**src/rtl/gray_pkg.sv**
```systemverilog
// Shared Gray-code helpers, FSM state encoding and default widths.
package gray_pkg;

  localparam int GRAY_DEF_W = 4;
  localparam int EVT_DEF_W  = 8;
  localparam int GRAY_MAX_W = 32;

  typedef enum logic {
    ST_PRIMING  = 1'b0,
    ST_TRACKING = 1'b1
  } gray_state_e;

  // Zero-extended upper bits do not disturb the low bits of the result,
  // so callers may pass any width up to GRAY_MAX_W and truncate.
  function automatic logic [GRAY_MAX_W-1:0] gray2bin(input logic [GRAY_MAX_W-1:0] g);
    logic [GRAY_MAX_W-1:0] b;
    b[GRAY_MAX_W-1] = g[GRAY_MAX_W-1];
    for (int i = GRAY_MAX_W-2; i >= 0; i--) b[i] = b[i+1] ^ g[i];
    return b;
  endfunction

  function automatic logic [GRAY_MAX_W-1:0] bin2gray(input logic [GRAY_MAX_W-1:0] b);
    return b ^ (b >> 1);
  endfunction

endpackage

```
**src/rtl/gray_step_check.sv**
```systemverilog
// Combinational check: is g_prev -> g1 a single-bit Gray step of +/-1?
module gray_step_check #(
  parameter int W = 4
) (
  input  logic [W-1:0] i_g1,
  input  logic [W-1:0] i_g_prev,
  input  logic [W-1:0] i_b,
  input  logic [W-1:0] i_prev_b,
  output logic         o_changed,
  output logic         o_legal,
  output logic         o_up
);
  localparam logic [W-1:0] ONE = W'(1);

  logic [W-1:0] w_diff;
  logic [W-1:0] w_inc;
  logic [W-1:0] w_dec;
  logic         w_onehot;

  assign w_diff    = i_g1 ^ i_g_prev;
  assign w_onehot  = (w_diff != '0) && ((w_diff & (w_diff - ONE)) == '0);
  // Sized arithmetic wraps modulo 2^W, covering 15->0 and 0->15.
  assign w_inc     = i_prev_b + ONE;
  assign w_dec     = i_prev_b - ONE;
  assign o_changed = |w_diff;
  assign o_up      = w_onehot && (i_b == w_inc);
  assign o_legal   = w_onehot && ((i_b == w_inc) || (i_b == w_dec));

endmodule

```
**src/rtl/gray_count_decoder.sv**
```systemverilog
// Two-stage Gray-count decoder with step legality, direction and +1 event count.
module gray_count_decoder
  import gray_pkg::*;
#(
  parameter int COUNTER_WIDTH = GRAY_DEF_W,
  parameter int EVENT_WIDTH   = EVT_DEF_W
) (
  input  logic                     Clk,
  input  logic                     Rst_n_in,
  input  logic [COUNTER_WIDTH-1:0] GrayCount_in,
  input  logic                     Clear_in,
  output logic [COUNTER_WIDTH-1:0] BinaryCount_out,
  output logic                     Valid_out,
  output logic                     Up_out,
  output logic                     Error_out,
  output logic [EVENT_WIDTH-1:0]   EventCount_out
);

  gray_state_e              r_state, w_state_nxt;
  logic [COUNTER_WIDTH-1:0] r_g1, r_g_prev, r_bin;
  logic                     r_g1_vld;
  logic                     r_valid, r_up, r_err;
  logic [EVENT_WIDTH-1:0]   r_evt;
  logic [COUNTER_WIDTH-1:0] w_b, w_prev_b;
  logic                     w_changed, w_legal, w_up;
  logic                     w_eval, w_load_prev;

  assign w_b      = COUNTER_WIDTH'(gray2bin(GRAY_MAX_W'(r_g1)));
  assign w_prev_b = COUNTER_WIDTH'(gray2bin(GRAY_MAX_W'(r_g_prev)));

  gray_step_check #(.W(COUNTER_WIDTH)) u_chk (
    .i_g1      (r_g1),
    .i_g_prev  (r_g_prev),
    .i_b       (w_b),
    .i_prev_b  (w_prev_b),
    .o_changed (w_changed),
    .o_legal   (w_legal),
    .o_up      (w_up)
  );

  // State register.
  always_ff @(posedge Clk or negedge Rst_n_in) begin
    if (!Rst_n_in) r_state <= ST_PRIMING;
    else           r_state <= w_state_nxt;
  end

  // Next state and stage-2 controls. Priming waits until g1 holds a real
  // sample, so the reset value of g1 is never taken as a baseline.
  always_comb begin
    w_state_nxt = r_state;
    w_eval      = 1'b0;
    w_load_prev = 1'b0;
    if (Clear_in) begin
      w_state_nxt = ST_PRIMING;
    end else begin
      case (r_state)
        ST_PRIMING: begin
          if (r_g1_vld) begin
            w_load_prev = 1'b1;
            w_state_nxt = ST_TRACKING;
          end
        end
        ST_TRACKING: begin
          w_eval      = 1'b1;
          w_load_prev = 1'b1;
        end
        default: w_state_nxt = ST_PRIMING;
      endcase
    end
  end

  // Pipeline registers, pulse outputs, sticky error and event counter.
  always_ff @(posedge Clk or negedge Rst_n_in) begin
    if (!Rst_n_in) begin
      r_g1     <= '0;
      r_g1_vld <= 1'b0;
      r_g_prev <= '0;
      r_bin    <= '0;
      r_valid  <= 1'b0;
      r_up     <= 1'b0;
      r_err    <= 1'b0;
      r_evt    <= '0;
    end else begin
      r_g1     <= GrayCount_in;
      r_g1_vld <= 1'b1;
      r_bin    <= w_b;
      if (w_load_prev) r_g_prev <= r_g1;
      r_valid  <= w_eval & w_legal;
      r_up     <= w_eval & w_legal & w_up;
      if (Clear_in) begin
        r_err <= 1'b0;
        r_evt <= '0;
      end else if (w_eval) begin
        if (w_changed && !w_legal) r_err <= 1'b1;
        if (w_legal && w_up)       r_evt <= r_evt + EVENT_WIDTH'(1);
      end
    end
  end

  assign BinaryCount_out = r_bin;
  assign Valid_out       = r_valid;
  assign Up_out          = r_up;
  assign Error_out       = r_err;
  assign EventCount_out  = r_evt;

endmodule

```
**config.mk**
```make
export PLATFORM = sky130hd
export DESIGN_NAME = gray_count_decoder
export DESIGN_NICKNAME = d
export VERILOG_FILES = /design/src/rtl/gray_pkg.sv /design/src/rtl/gray_step_check.sv /design/src/rtl/gray_count_decoder.sv
export SDC_FILE = /design/constraint.sdc
export NUM_CORES = 1
export LEC_CHECK = 0
export ABC_AREA = 1
export BUFFER_PORTS_ARGS = -buffer_cell sky130_fd_sc_hd__buf_2
export CAP_MARGIN = 20
export CORE_AREA = 8 8 59 61
export CTS_BUF_LIST = sky130_fd_sc_hd__clkbuf_4
export CTS_CLUSTER_DIAMETER = 60
export DETAILED_ROUTE_END_ITERATION = 8
export DIE_AREA = 0 0 67 69
export PLACE_DENSITY = 0.78
export SYNTH_ARGS = -nofsm -noshare
export SYNTH_HDL_FRONTEND = slang
export SYNTH_HIERARCHICAL = 1
export SYNTH_SLANG_ARGS = --single-unit
export TNS_END_PERCENT = 50
```
**constraint.sdc**
```tcl
create_clock -name Clk -period 4 [get_ports Clk]
set_input_delay 1 -clock Clk [delete_from_list [all_inputs] [get_ports Clk]]
set_output_delay 1 -clock Clk [all_outputs]
set_load 0.02 [all_outputs]
```
==> results of run 1 <==
## per-layer routing
layer	part of all wire (%)	vias up
met3	5.1	4
li1	-	689
met1	47	585
met2	46	31
met5	0	-
met4	1.0	0
## critical path, delay by kind of cell (launching register included)
kind,cells,cell delay (ps)
XOR/XNOR,1,330
flip-flops,1,470
adder cells (fa/ha/maj),1,330
buffers and inverters,4,410
AND/OR/NAND/NOR,16,1550
## cell type report
class,count,area share (%)
clock inverter,1,0.461
tap,31,2.38
multi-input combinational,154,43.7
timing repair buffer,21,6.46
clock buffer,3,1.38
inverter,31,7.15
sequential,25,38.4
## power breakdown
group	leakage, nW	switching (W)	internal, W
Sequential	0.319	0.0000148	0.000268
Combinational	0.609	0.000129	0.0000666
Clock	0.0139	0.0000826	0.0000383
Total	0.942	0.000227	0.000372
## layout by cell type (no fill, tap or decap), types with 4 or more instances in the layout
cell type and count:
a21oi_1 4, nand3_1 10, dfrtp_1 25, nand2_1 85, nand2_2 4, nor2_1 25
inv_1 30, buf_2 21
## cells by family (layout without fill, tap and decap cells)
| logic type | Yosys count | in the layout | share of synthesized area (%) |
|---|---|---|---|
| AO/OA/AOI/OAI | 12 | 12 | 5.08 |
| XOR/XNOR | 2 | 2 | 1.21 |
| other | 1 | 1 | 0.258 |
| adder cells (fa/ha/maj) | 3 | 3 | 2.58 |
| buffers and inverters | 31 | 56 | 8.00 |
| AND/OR/NAND/NOR | 136 | 136 | 39.8 |
| flip-flops | 25 | 25 | 43.0 |
## sequential cells by signal, summed over array words and instances (netlist names)
signal           cells
EventCount_out       8
BinaryCount_out      4
r_g1                 4
r_g_prev             4
Error_out            1
Up_out               1
Valid_out            1
r_g1_vld             1
r_state              1
## final timing paths
check,from,endpoint,slack (ps),cells past startpoint
min in group asynchronous,Rst_n_in,Error_out,620,1
max reg2reg,r_g_prev[3],EventCount_out[6],810,22
max,r_g_prev[3],EventCount_out[6],810,22
max in group asynchronous,Rst_n_in,BinaryCount_out[2],3010,1
min,Error_out,Error_out,510,2
min reg2reg,Error_out,Error_out,510,2
## metrics by stage
| stage | hold WS (ps) | std cells | total power, W | setup WS [ps] | area [um2] |
|---|---|---|---|---|---|
| 2_1_floorplan | 489 | 210 | 0.000439 | 1260 | 1450 |
| 3_3_place_gp | 481 | 262 | 0.000480 | 958 | 1600 |
| 3_5_place_dp | 481 | 262 | 0.000482 | 879 | 1600 |
| 4_1_cts | 515 | 266 | 0.000603 | 841 | 1630 |
| 5_1_grt | 548 | 266 | 0.000647 | 401 | 1630 |
| 6_report | 513 | 266 | 0.000599 | 809 | 1630 |
==> impl_results.md, run 1 <==
* Clock buffer depth at 2
* H-tree lvl count at 1
* Syn Inst Count at 210
* Total Wirelength at 2900 um
* CP Max Fanout at 7
* Largest area contributor in the netlist: dfrtp_1
* Worst path required time at 4230 ps
* Period utilization at 79.8%
* Post-synth top cells: 85 x nand2_1, 30 x inv_1, 25 x dfrtp_1, 25 x nor2_1, 10 x nand3_1
* Share of cells above drive strength 1 at 16.6%
* Critical Path Max Stage Delay at 470 ps
* Final number of setup-violating endpoints at 0
* Status: finished, final reports clean
* ANT nets after route at 0
* Yosys warns at 6
* Cell mode on critical path: nand2_1
* Clock Latency Late Sink at 330 ps
* First-pass iteration count of the detailed router at 4
* CTS tree: yes
* Area fraction of the dominant cell type after synthesis at 43.0%
* Core area at 2620 um2
* Initial Util at 55.6%
* Area grow syn2layout at 12.0%
* Slowest-stage cell, CP: dfrtp_1
* Top-count cell post-synth: nand2_1
* Root buf cell: clkbuf_4
* GR Util met1 at 17.7%
* PwrDens at 368 nW/um2
* Remaining DRCs at 0
* Worst path arrival time at 3420 ps
* CP Cell Sequence: inv_1 -> nand2_1 -> nand2_1 -> nand2_1 -> nand2_1 -> xor2_1 -> inv_1 -> ha_1 -> nand2_1 -> inv_1 -> nor2_1 -> nand2_1 -> nor2_1 -> nand2_1 -> nand2_1 -> nand2_1 -> inv_1 -> nand3_1 -> nand2_1 -> nand4_1 -> nand2_1 -> nor2_1
* Sequential-to-total area share from yosys stat at 43.0%
* Post-Syn Area at 1450 um2
* Chip height at 69 um
* Post-CTS Setup Inserts at 0
* Post-Route Setup TNS at 0 ps
* Io pins at 22
* Ranking of synthesized cells by area: dfrtp_1 43%, nand2_1 22%, inv_1 7.7%
* GR peak layer: met2
* Wire per inst at 10.9 um
* Fin. Hold Viols at 0
* Final core occ at 62.2%
* CTS resizes at 0
* Hold-fix buffers at CTS at 0
* Slew Limit Fails at 0
* Max-capacitance violation count at 0
* Setup Skew at 13.7 ps
* Iter 0 DRT Violations at 106
* Critical Path Sink Type: register
* Ys async rst share at 100%
* Fill count at 248
* Layout Nets at 246
* Largest net degree at the start of global routing at 26
* Std cell rows at 19
* Multi-input gate area at 712 um2
* Top FF cell, synth: dfrtp_1
* Register Area at 626 um2
* Via count at 1,309
* Met2 usage at 21.1%
* First-pass GRT wire length at 5140 um
* Pleak at 0.942 nW
* Netlist cell types at 23
* Worst VDD drop at 0.280 mV
* Global-route usage over all layers at 13.5%
* TritonCTS Buffers at 3
* Worst slew pin tran at 537 ps
* GR Layer Usage met3 at 2.58%
* Die area at 4620 um2
* I/O Buffers at 21
* Vias/cell at 4.92
* Gr ovfl total at 0
* Syn Area/Cell at 6.92 um2
* Mapped Nets at 220
* Maximum achievable frequency at 0.313 GHz
* Fin crit period at 3190 ps
* Synthesized flop and latch total at 25
* Vias in the first global route at 1,202
* Worst hold path class: register to register
* Number of synthesized flops with an enable pin at 0
* Clk slew on worst S/H paths at 160 ps
* RSZ-0062 raised after global routing: false
* Initial antenna violation count at 0
* Worst Path Class, Setup: register to register
* Worst Setup Start Kind: register
* Diodes inserted at 0
* Die X at 67 um
* Max_slew headroom at 64.2%
* RD Place Congestion at 0.854
* DPL Wire Length at 2260 um
* Clock sink count at 25
(Power assumes the default switching activity.)
==> inputs of run 2 (changes only) <==
--- a/config.mk
+++ b/config.mk
@@ -8,12 +8,12 @@
 export ABC_AREA = 1
 export BUFFER_PORTS_ARGS = -buffer_cell sky130_fd_sc_hd__buf_2
 export CAP_MARGIN = 20
-export CORE_AREA = 8 8 59 61
+export CORE_AREA = 8 8 60 62
 export CTS_BUF_LIST = sky130_fd_sc_hd__clkbuf_4
 export CTS_CLUSTER_DIAMETER = 60
 export DETAILED_ROUTE_END_ITERATION = 8
-export DIE_AREA = 0 0 67 69
-export PLACE_DENSITY = 0.78
+export DIE_AREA = 0 0 68 70
+export PLACE_DENSITY = 0.75
 export SYNTH_ARGS = -nofsm -noshare
 export SYNTH_HDL_FRONTEND = slang
 export SYNTH_HIERARCHICAL = 1
==> constraint.sdc (replaced) <==
create_clock -name Clk -period 3 [get_ports Clk]
set_input_delay 0.75 -clock Clk [delete_from_list [all_inputs] [get_ports Clk]]
set_output_delay 0.75 -clock Clk [all_outputs]
set_load 0.02 [all_outputs]
==> run 2 against run 1 <==
  * Highest routed layer unchanged
  * First-iteration DRC count shrank 4.7%
  * Cell area grew 2.6%
  * Clock-buffer cell count is the same
  * Sequential share of layout area is 0.90 points lower
  * Total power rose by 38%
  * Clock skew is 10 ps lower
  * Setup slack worse by 470 ps
  * Hold slack got worse by 150 ps
  * Critical path depth stayed put
  * Maximum frequency is 20% higher
  * Largest cell class unchanged
==> impl_results.md, run 2 (synthesis gave the netlist of run 1 again) <==
* Final number of setup-violating endpoints at 0 (unchanged)
* Largest net degree at the start of global routing at 26 (unchanged)
* Max reg flops at 8 (unchanged)
* Remaining DRCs at 0 (unchanged)
* Commonest cells after routing, fill and taps aside: 83 x nand2_1, 30 x inv_1, 25 x nor2_1, 24 x dfrtp_1, 21 x buf_2
* Worst slew pin tran at 529 ps (-7.45 ps)
* Status: finished, final reports clean
* Iter 0 DRT Violations at 101 (-4.7%)
* RSZ-0062 raised after global routing: false
* Clock buffer depth at 2 (unchanged)
* Fin crit period at 2660 ps (-532 ps)
* ANT nets after route at 0 (unchanged)
* Layout Nets at 249 (+1.2%)
* Initial Util at 54.6% (-0.99 points)
* PwrDens at 496 nW/um2 (+35%)
* Worst Path Class, Setup: register to register
* Clock sink count at 25 (unchanged)
* Worst VDD drop at 0.370 mV (+32%)
* Io pins at 22 (unchanged)
* Slew Limit Fails at 0 (unchanged)
* Worst path required time at 3240 ps (-990 ps)
* Chip height at 70 um (+1.4%)
* Setup Skew at 3.71 ps (-10.0 ps)
* Std cell rows at 19 (unchanged)
* Pleak at 0.961 nW (+2.0%)
* Vias/cell at 4.89 (-0.66%)
* I/O Buffers at 21 (unchanged)
* Max-capacitance violation count at 0 (unchanged)
* Register Area at 627 um2 (+0.20%)
* CTS tree: yes
* Via count at 1,315 (+0.46%)
* Fill count at 261 (+5.2%)
* Global-route usage over all layers at 13.6% (+0.11 points)
* Hold-fix buffers at CTS at 0 (unchanged)
* Maximum achievable frequency at 0.376 GHz (+20%)
* Worst hold path class: input port to async pin
* Root buf cell: clkbuf_4
* Die area at 4760 um2 (+3.0%)
* Post-Route Setup TNS at 0 ps (unchanged)
* Diodes inserted at 0 (unchanged)
* Clk slew on worst S/H paths at 150 ps (about the same)
* DPL Wire Length at 2300 um (+1.6%)
* Core area at 2660 um2 (+1.8%)
* First-pass iteration count of the detailed router at 4 (unchanged)
* Total Wirelength at 2860 um (-1.2%)
* Commonest non-fill, non-tap cell in the layout: nand2_1
* RD Place Congestion at 0.900 (+5.4%)
* Fin. Hold Viols at 0 (unchanged)
* First-pass GRT wire length at 5190 um (+0.93%)
* Area grow syn2layout at 14.9%
* Wire per inst at 10.6 um (-2.3%)
* TritonCTS Buffers at 3 (unchanged)
* Period utilization at 88.6% (+8.8 points)
* Multi-input gate area at 729 um2 (+2.5%)
* Vias in the first global route at 1,261 (+4.9%)
* Die X at 68 um (+1.5%)
* Max_slew headroom at 64.7% (+0.50 points)
* H-tree lvl count at 1 (unchanged)
* Worst path arrival time at 2900 ps (-520 ps)
* Cell count after placement at 264 (+0.76%)
* Clock Latency Late Sink at 330 ps (about the same)
* Initial antenna violation count at 0 (unchanged)
* CP Max Fanout at 6 (-1)
* Share of cells above drive strength 1 at 19.7% (+3.2 points)
* Worst Setup Start Kind: register
* Critical Path Sink Type: register
* Gr ovfl total at 0 (unchanged)
* Cell Count, Final, Fillers Out at 269 (+1.1%)
-- run 2: cell count changes in the layout (fill, tap and decap cells not counted), sizes merged --
| cell | delta |
|---|---|
| clkinvlp | -1 |
| inv | +1 |
| buf | +3 |
-- run 2: critical path, stage by stage, from the launching register on --
cell,delay [ps]
dfrtp_2,450
inv_1,90
nand2_1,70
nand2_1,80
nand2_1,60
nand2_2,110
xor2_2,160
inv_1,90
ha_1,310
nand2_1,70
inv_1,40
nor2_1,90
nand2_1,50
nor2_1,110
nand2_1,60
nand2_1,60
nand2_1,40
inv_1,120
nand3_2,130
nand2_2,150
nand3_1,90
nand2_1,80
nor2_1,50
-- run 2: worst paths after layout --
kind,startpoint,endpoint,slack (ps),depth (start not counted)
worst max-delay path,r_g_prev[3],EventCount_out[5],340,22
worst min-delay path,Rst_n_in,r_g1_vld,370,1
worst max register to register,r_g_prev[3],EventCount_out[5],340,22
worst min register to register,Error_out,Error_out,510,2
max in group asynchronous,Rst_n_in,r_g_prev[3],2250,1
min in group Clk,GrayCount_in[0],r_g1[0],510,1
-- run 2: layout make-up --
class                   count  share of cell area [%]
multi-input cells         154                    43.7
flip-flops and latches     25                    37.5
repair buffers             24                    7.64
inverters                  31                    6.97
well taps                  31                    2.32
clock buffers               3                    1.35
clock inverters             1                   0.524
-- run 2: metal layers --
metal | wire length (um) | vias to the layer above | GRT usage (%) | part of all wire (%)
met1 | 1250 | 574 | 15.3 | 44
li1 | - | 697 | - | -
met2 | 1370 | 36 | 22.2 | 48
met3 | 174 | 8 | 3.35 | 6.1
met4 | 70 | 0 | 7.74 | 2.4
met5 | 0 | - | 0 | 0
-- run 2: power by group --
group | switching, W | internal, W
logic | 0.000180 | 0.000104
registers | 0.0000197 | 0.000357
clock network | 0.000112 | 0.0000545
total | 0.000312 | 0.000516
-- run 2: metrics by stage --
stage | instance area, um2 | utilization (%) | total power [W] | worst slack, ps | hold slack, ps
after global placement | 1610 | 60.6 | 0.000652 | 282 | 476
final | 1670 | 62.7 | 0.000828 | 341 | 367
after floorplan | 1450 | - | 0.000586 | 259 | 454
after global routing | 1670 | 62.7 | 0.000893 | 14.9 | 406
after CTS | 1640 | 61.7 | 0.000828 | 161 | 375
after detailed placement | 1610 | 60.6 | 0.000658 | 190 | 482
-- run 2: repair_timing --
action	4_1_cts	5_1_grt
gates resized for setup	0	5
setup buffers	0	1
endpoints found under the setup margin	0	8
==> inputs of run 3 (changes only) <==
--- a/config.mk
+++ b/config.mk
@@ -14,6 +14,7 @@
 export DETAILED_ROUTE_END_ITERATION = 8
 export DIE_AREA = 0 0 68 70
 export PLACE_DENSITY = 0.75
+export RECOVER_POWER = 50
 export SYNTH_ARGS = -nofsm -noshare
 export SYNTH_HDL_FRONTEND = slang
 export SYNTH_HIERARCHICAL = 1
==> run 3 against run 2 <==
  * Cell area decreased by 0.22%
  * Clock power about the same
  * Critical endpoint unchanged
  * Via count is essentially flat
  * Clock skew about the same
  * Maximum frequency stayed put
  * Non-clock buffer count unchanged
==> impl_results.md, run 3 (synthesis gave the netlist of run 1 again) <==
* Worst Path Class, Setup: register to register
* Remaining DRCs at 0 (unchanged)
* Maximum achievable frequency at 0.376 GHz (unchanged)
* Wire per inst at 10.6 um (about the same)
* Beginning of the worst register-to-register path: r_g_prev[3]
* Clk slew on worst S/H paths at 150 ps (about the same)
* Clock buffer depth at 2 (unchanged)
* Root buf cell: clkbuf_4
* Iter 0 DRT Violations at 101 (unchanged)
* I/O Buffers at 21 (unchanged)
* Initial Util at 54.6% (unchanged)
* Layout Nets at 249 (unchanged)
* Vias/cell at 4.88 (about the same)
* Clock sink count at 25 (unchanged)
* Final number of setup-violating endpoints at 0 (unchanged)
* Chip height at 70 um (unchanged)
* Fin. Hold Viols at 0 (unchanged)
* First-pass GRT wire length at 5190 um (unchanged)
* Hold-fix buffers at CTS at 0 (unchanged)
* Gr ovfl total at 0 (unchanged)
* Vias in the first global route at 1,261 (unchanged)
* RSZ-0062 raised after global routing: false
* CP Cell Sequence: inv_1 -> nand2_1 -> nand2_1 -> nand2_1 -> nand2_2 -> xor2_2 -> inv_1 -> ha_1 -> nand2_1 -> inv_1 -> nor2_1 -> nand2_1 -> nor2_1 -> nand2_1 -> nand2_1 -> nand2_1 -> inv_1 -> nand3_2 -> nand2_2 -> nand3_1 -> nand2_1 -> nor2_1
* Die area at 4760 um2 (unchanged)
* Multi-input gate area at 727 um2 (-0.34%)
* Worst path arrival time at 2900 ps (about the same)
* ANT nets after route at 0 (unchanged)
* Share of cells above drive strength 1 at 18.9% (-0.84 points)
* Worst VDD drop at 0.370 mV (about the same)
* Total Wirelength at 2860 um (about the same)
* R2r setup slk at 340 ps (about the same)
* Area grow syn2layout at 14.6%
* DPL Wire Length at 2300 um (unchanged)
* Io pins at 22 (unchanged)
* CP Max Fanout at 6 (unchanged)
* Max_slew headroom at 15.6% (-49 points)
* Slew Limit Fails at 0 (unchanged)
* H-tree lvl count at 1 (unchanged)
* Pleak at 0.958 nW (-0.27%)
* Critical Path Max Stage Delay at 450 ps (about the same)
* Via count at 1,314 (-0.076%)
* Largest net degree at the start of global routing at 26 (unchanged)
* Setup Skew at 3.66 ps (-0.0479 ps)
* Fill count at 263 (+0.77%)
* Diodes inserted at 0 (unchanged)
* Cell Count, Final, Fillers Out at 269 (unchanged)
* RD Place Congestion at 0.900 (unchanged)
* First-pass iteration count of the detailed router at 4 (unchanged)
* Hold slack final at 507 ps (+139 ps)
* Hold Path Origin: GrayCount_in[0]
* TritonCTS Buffers at 3 (unchanged)
* Std cell rows at 19 (unchanged)
* Slowest-stage cell, CP: dfrtp_2
* Placed instance area at 1610 um2 (unchanged)
* Worst path required time at 3240 ps (about the same)
* Period utilization at 88.6% (about the same)
* Post-route cell area at 1670 um2 (-0.22%)
* Cell mode on critical path: nand2_1
* Commonest non-fill, non-tap cell in the layout: nand2_1
* Worst Setup Start Kind: register
* Commonest cells after routing, fill and taps aside: 84 x nand2_1, 30 x inv_1, 25 x nor2_1, 24 x dfrtp_1, 20 x buf_2
* Worst hold path class: input port to register
* Status: finished, final reports clean
* Clock Latency Late Sink at 330 ps (about the same)
* CTS tree: yes
* Core area at 2660 um2 (unchanged)
* Initial antenna violation count at 0 (unchanged)
* Setup crit start: r_g_prev[3]
* Fin crit period at 2660 ps (-0.00100 ps)
* Cell count after placement at 264 (unchanged)
* Final Total Pwr at 0.000827 W (about the same)
* Max-capacitance violation count at 0 (unchanged)
* Post-Route Setup TNS at 0 ps (unchanged)
* Global-route usage over all layers at 13.6% (unchanged)
* Max reg flops at 8 (unchanged)
* Worst slew pin tran at 1270 ps (+737 ps)
* Die X at 68 um (unchanged)
* Register Area at 627 um2 (unchanged)
* Critical Path Sink Type: register
* PwrDens at 496 nW/um2 (+0.14%)
run 3: cell types whose count changed in the layout (fill, tap and decap cells not counted), sizes merged:
| cell | delta |
|---|---|
| clkbuf | +1 |
| buf | -1 |
run 3: layer usage:
metal / up-vias / share of wire (%) / global-route usage [%]
li1: 697 / - / -
met1: 573 / 44 / 15.3
met2: 36 / 48 / 22.2
met3: 8 / 6.1 / 3.35
met4: 0 / 2.4 / 7.74
met5: - / 0 / 0
run 3: report_power, final:
part | total (W) | internal (W) | leakage [nW] | switching [W]
combinational | 0.000284 | 0.000104 | 0.622 | 0.000180
clock | 0.000167 | 0.0000545 | 0.0183 | 0.000112
sequential | 0.000377 | 0.000357 | 0.318 | 0.0000197
total | 0.000827 | 0.000515 | 0.958 | 0.000312
run 3: timing repair:
item                       in CTS  in global routing
resized for setup               0                  5
setup endpoints to repair       0                  8
setup buffers                   0                  1
run 3: critical path: cells and delay by family (launching register included):
| kind | cells | cell delay [ps] |
|---|---|---|
| simple gates | 16 | 1300 |
| xor+xnor | 1 | 160 |
| fa+ha+maj | 1 | 310 |
| buf+inv | 4 | 340 |
| flops | 1 | 450 |
run 3: metrics by stage:
stage | utilization [%] | worst slack (ps)
finish | 62.6 | 341
global placement | 60.6 | 282
detailed placement | 60.6 | 190
CTS | 61.7 | 161
global route | 62.6 | 14.9
floorplan | - | 259
run 3: area by class of cell:
class | count | share of cell area [%]
repair buffers | 24 | 7.58
flip-flops and latches | 25 | 37.6
inverters | 31 | 6.98
clock buffers | 3 | 1.35
clock inverters | 1 | 0.526
multi-input cells | 154 | 43.6
well taps | 31 | 2.33
run 3: worst paths after layout:
check,to,cells past startpoint
max,EventCount_out[5],22
min,r_g1[0],1
max reg2reg,EventCount_out[5],22
min reg2reg,Error_out,2
max in group asynchronous,r_g_prev[3],1
min in group asynchronous,r_g1_vld,1
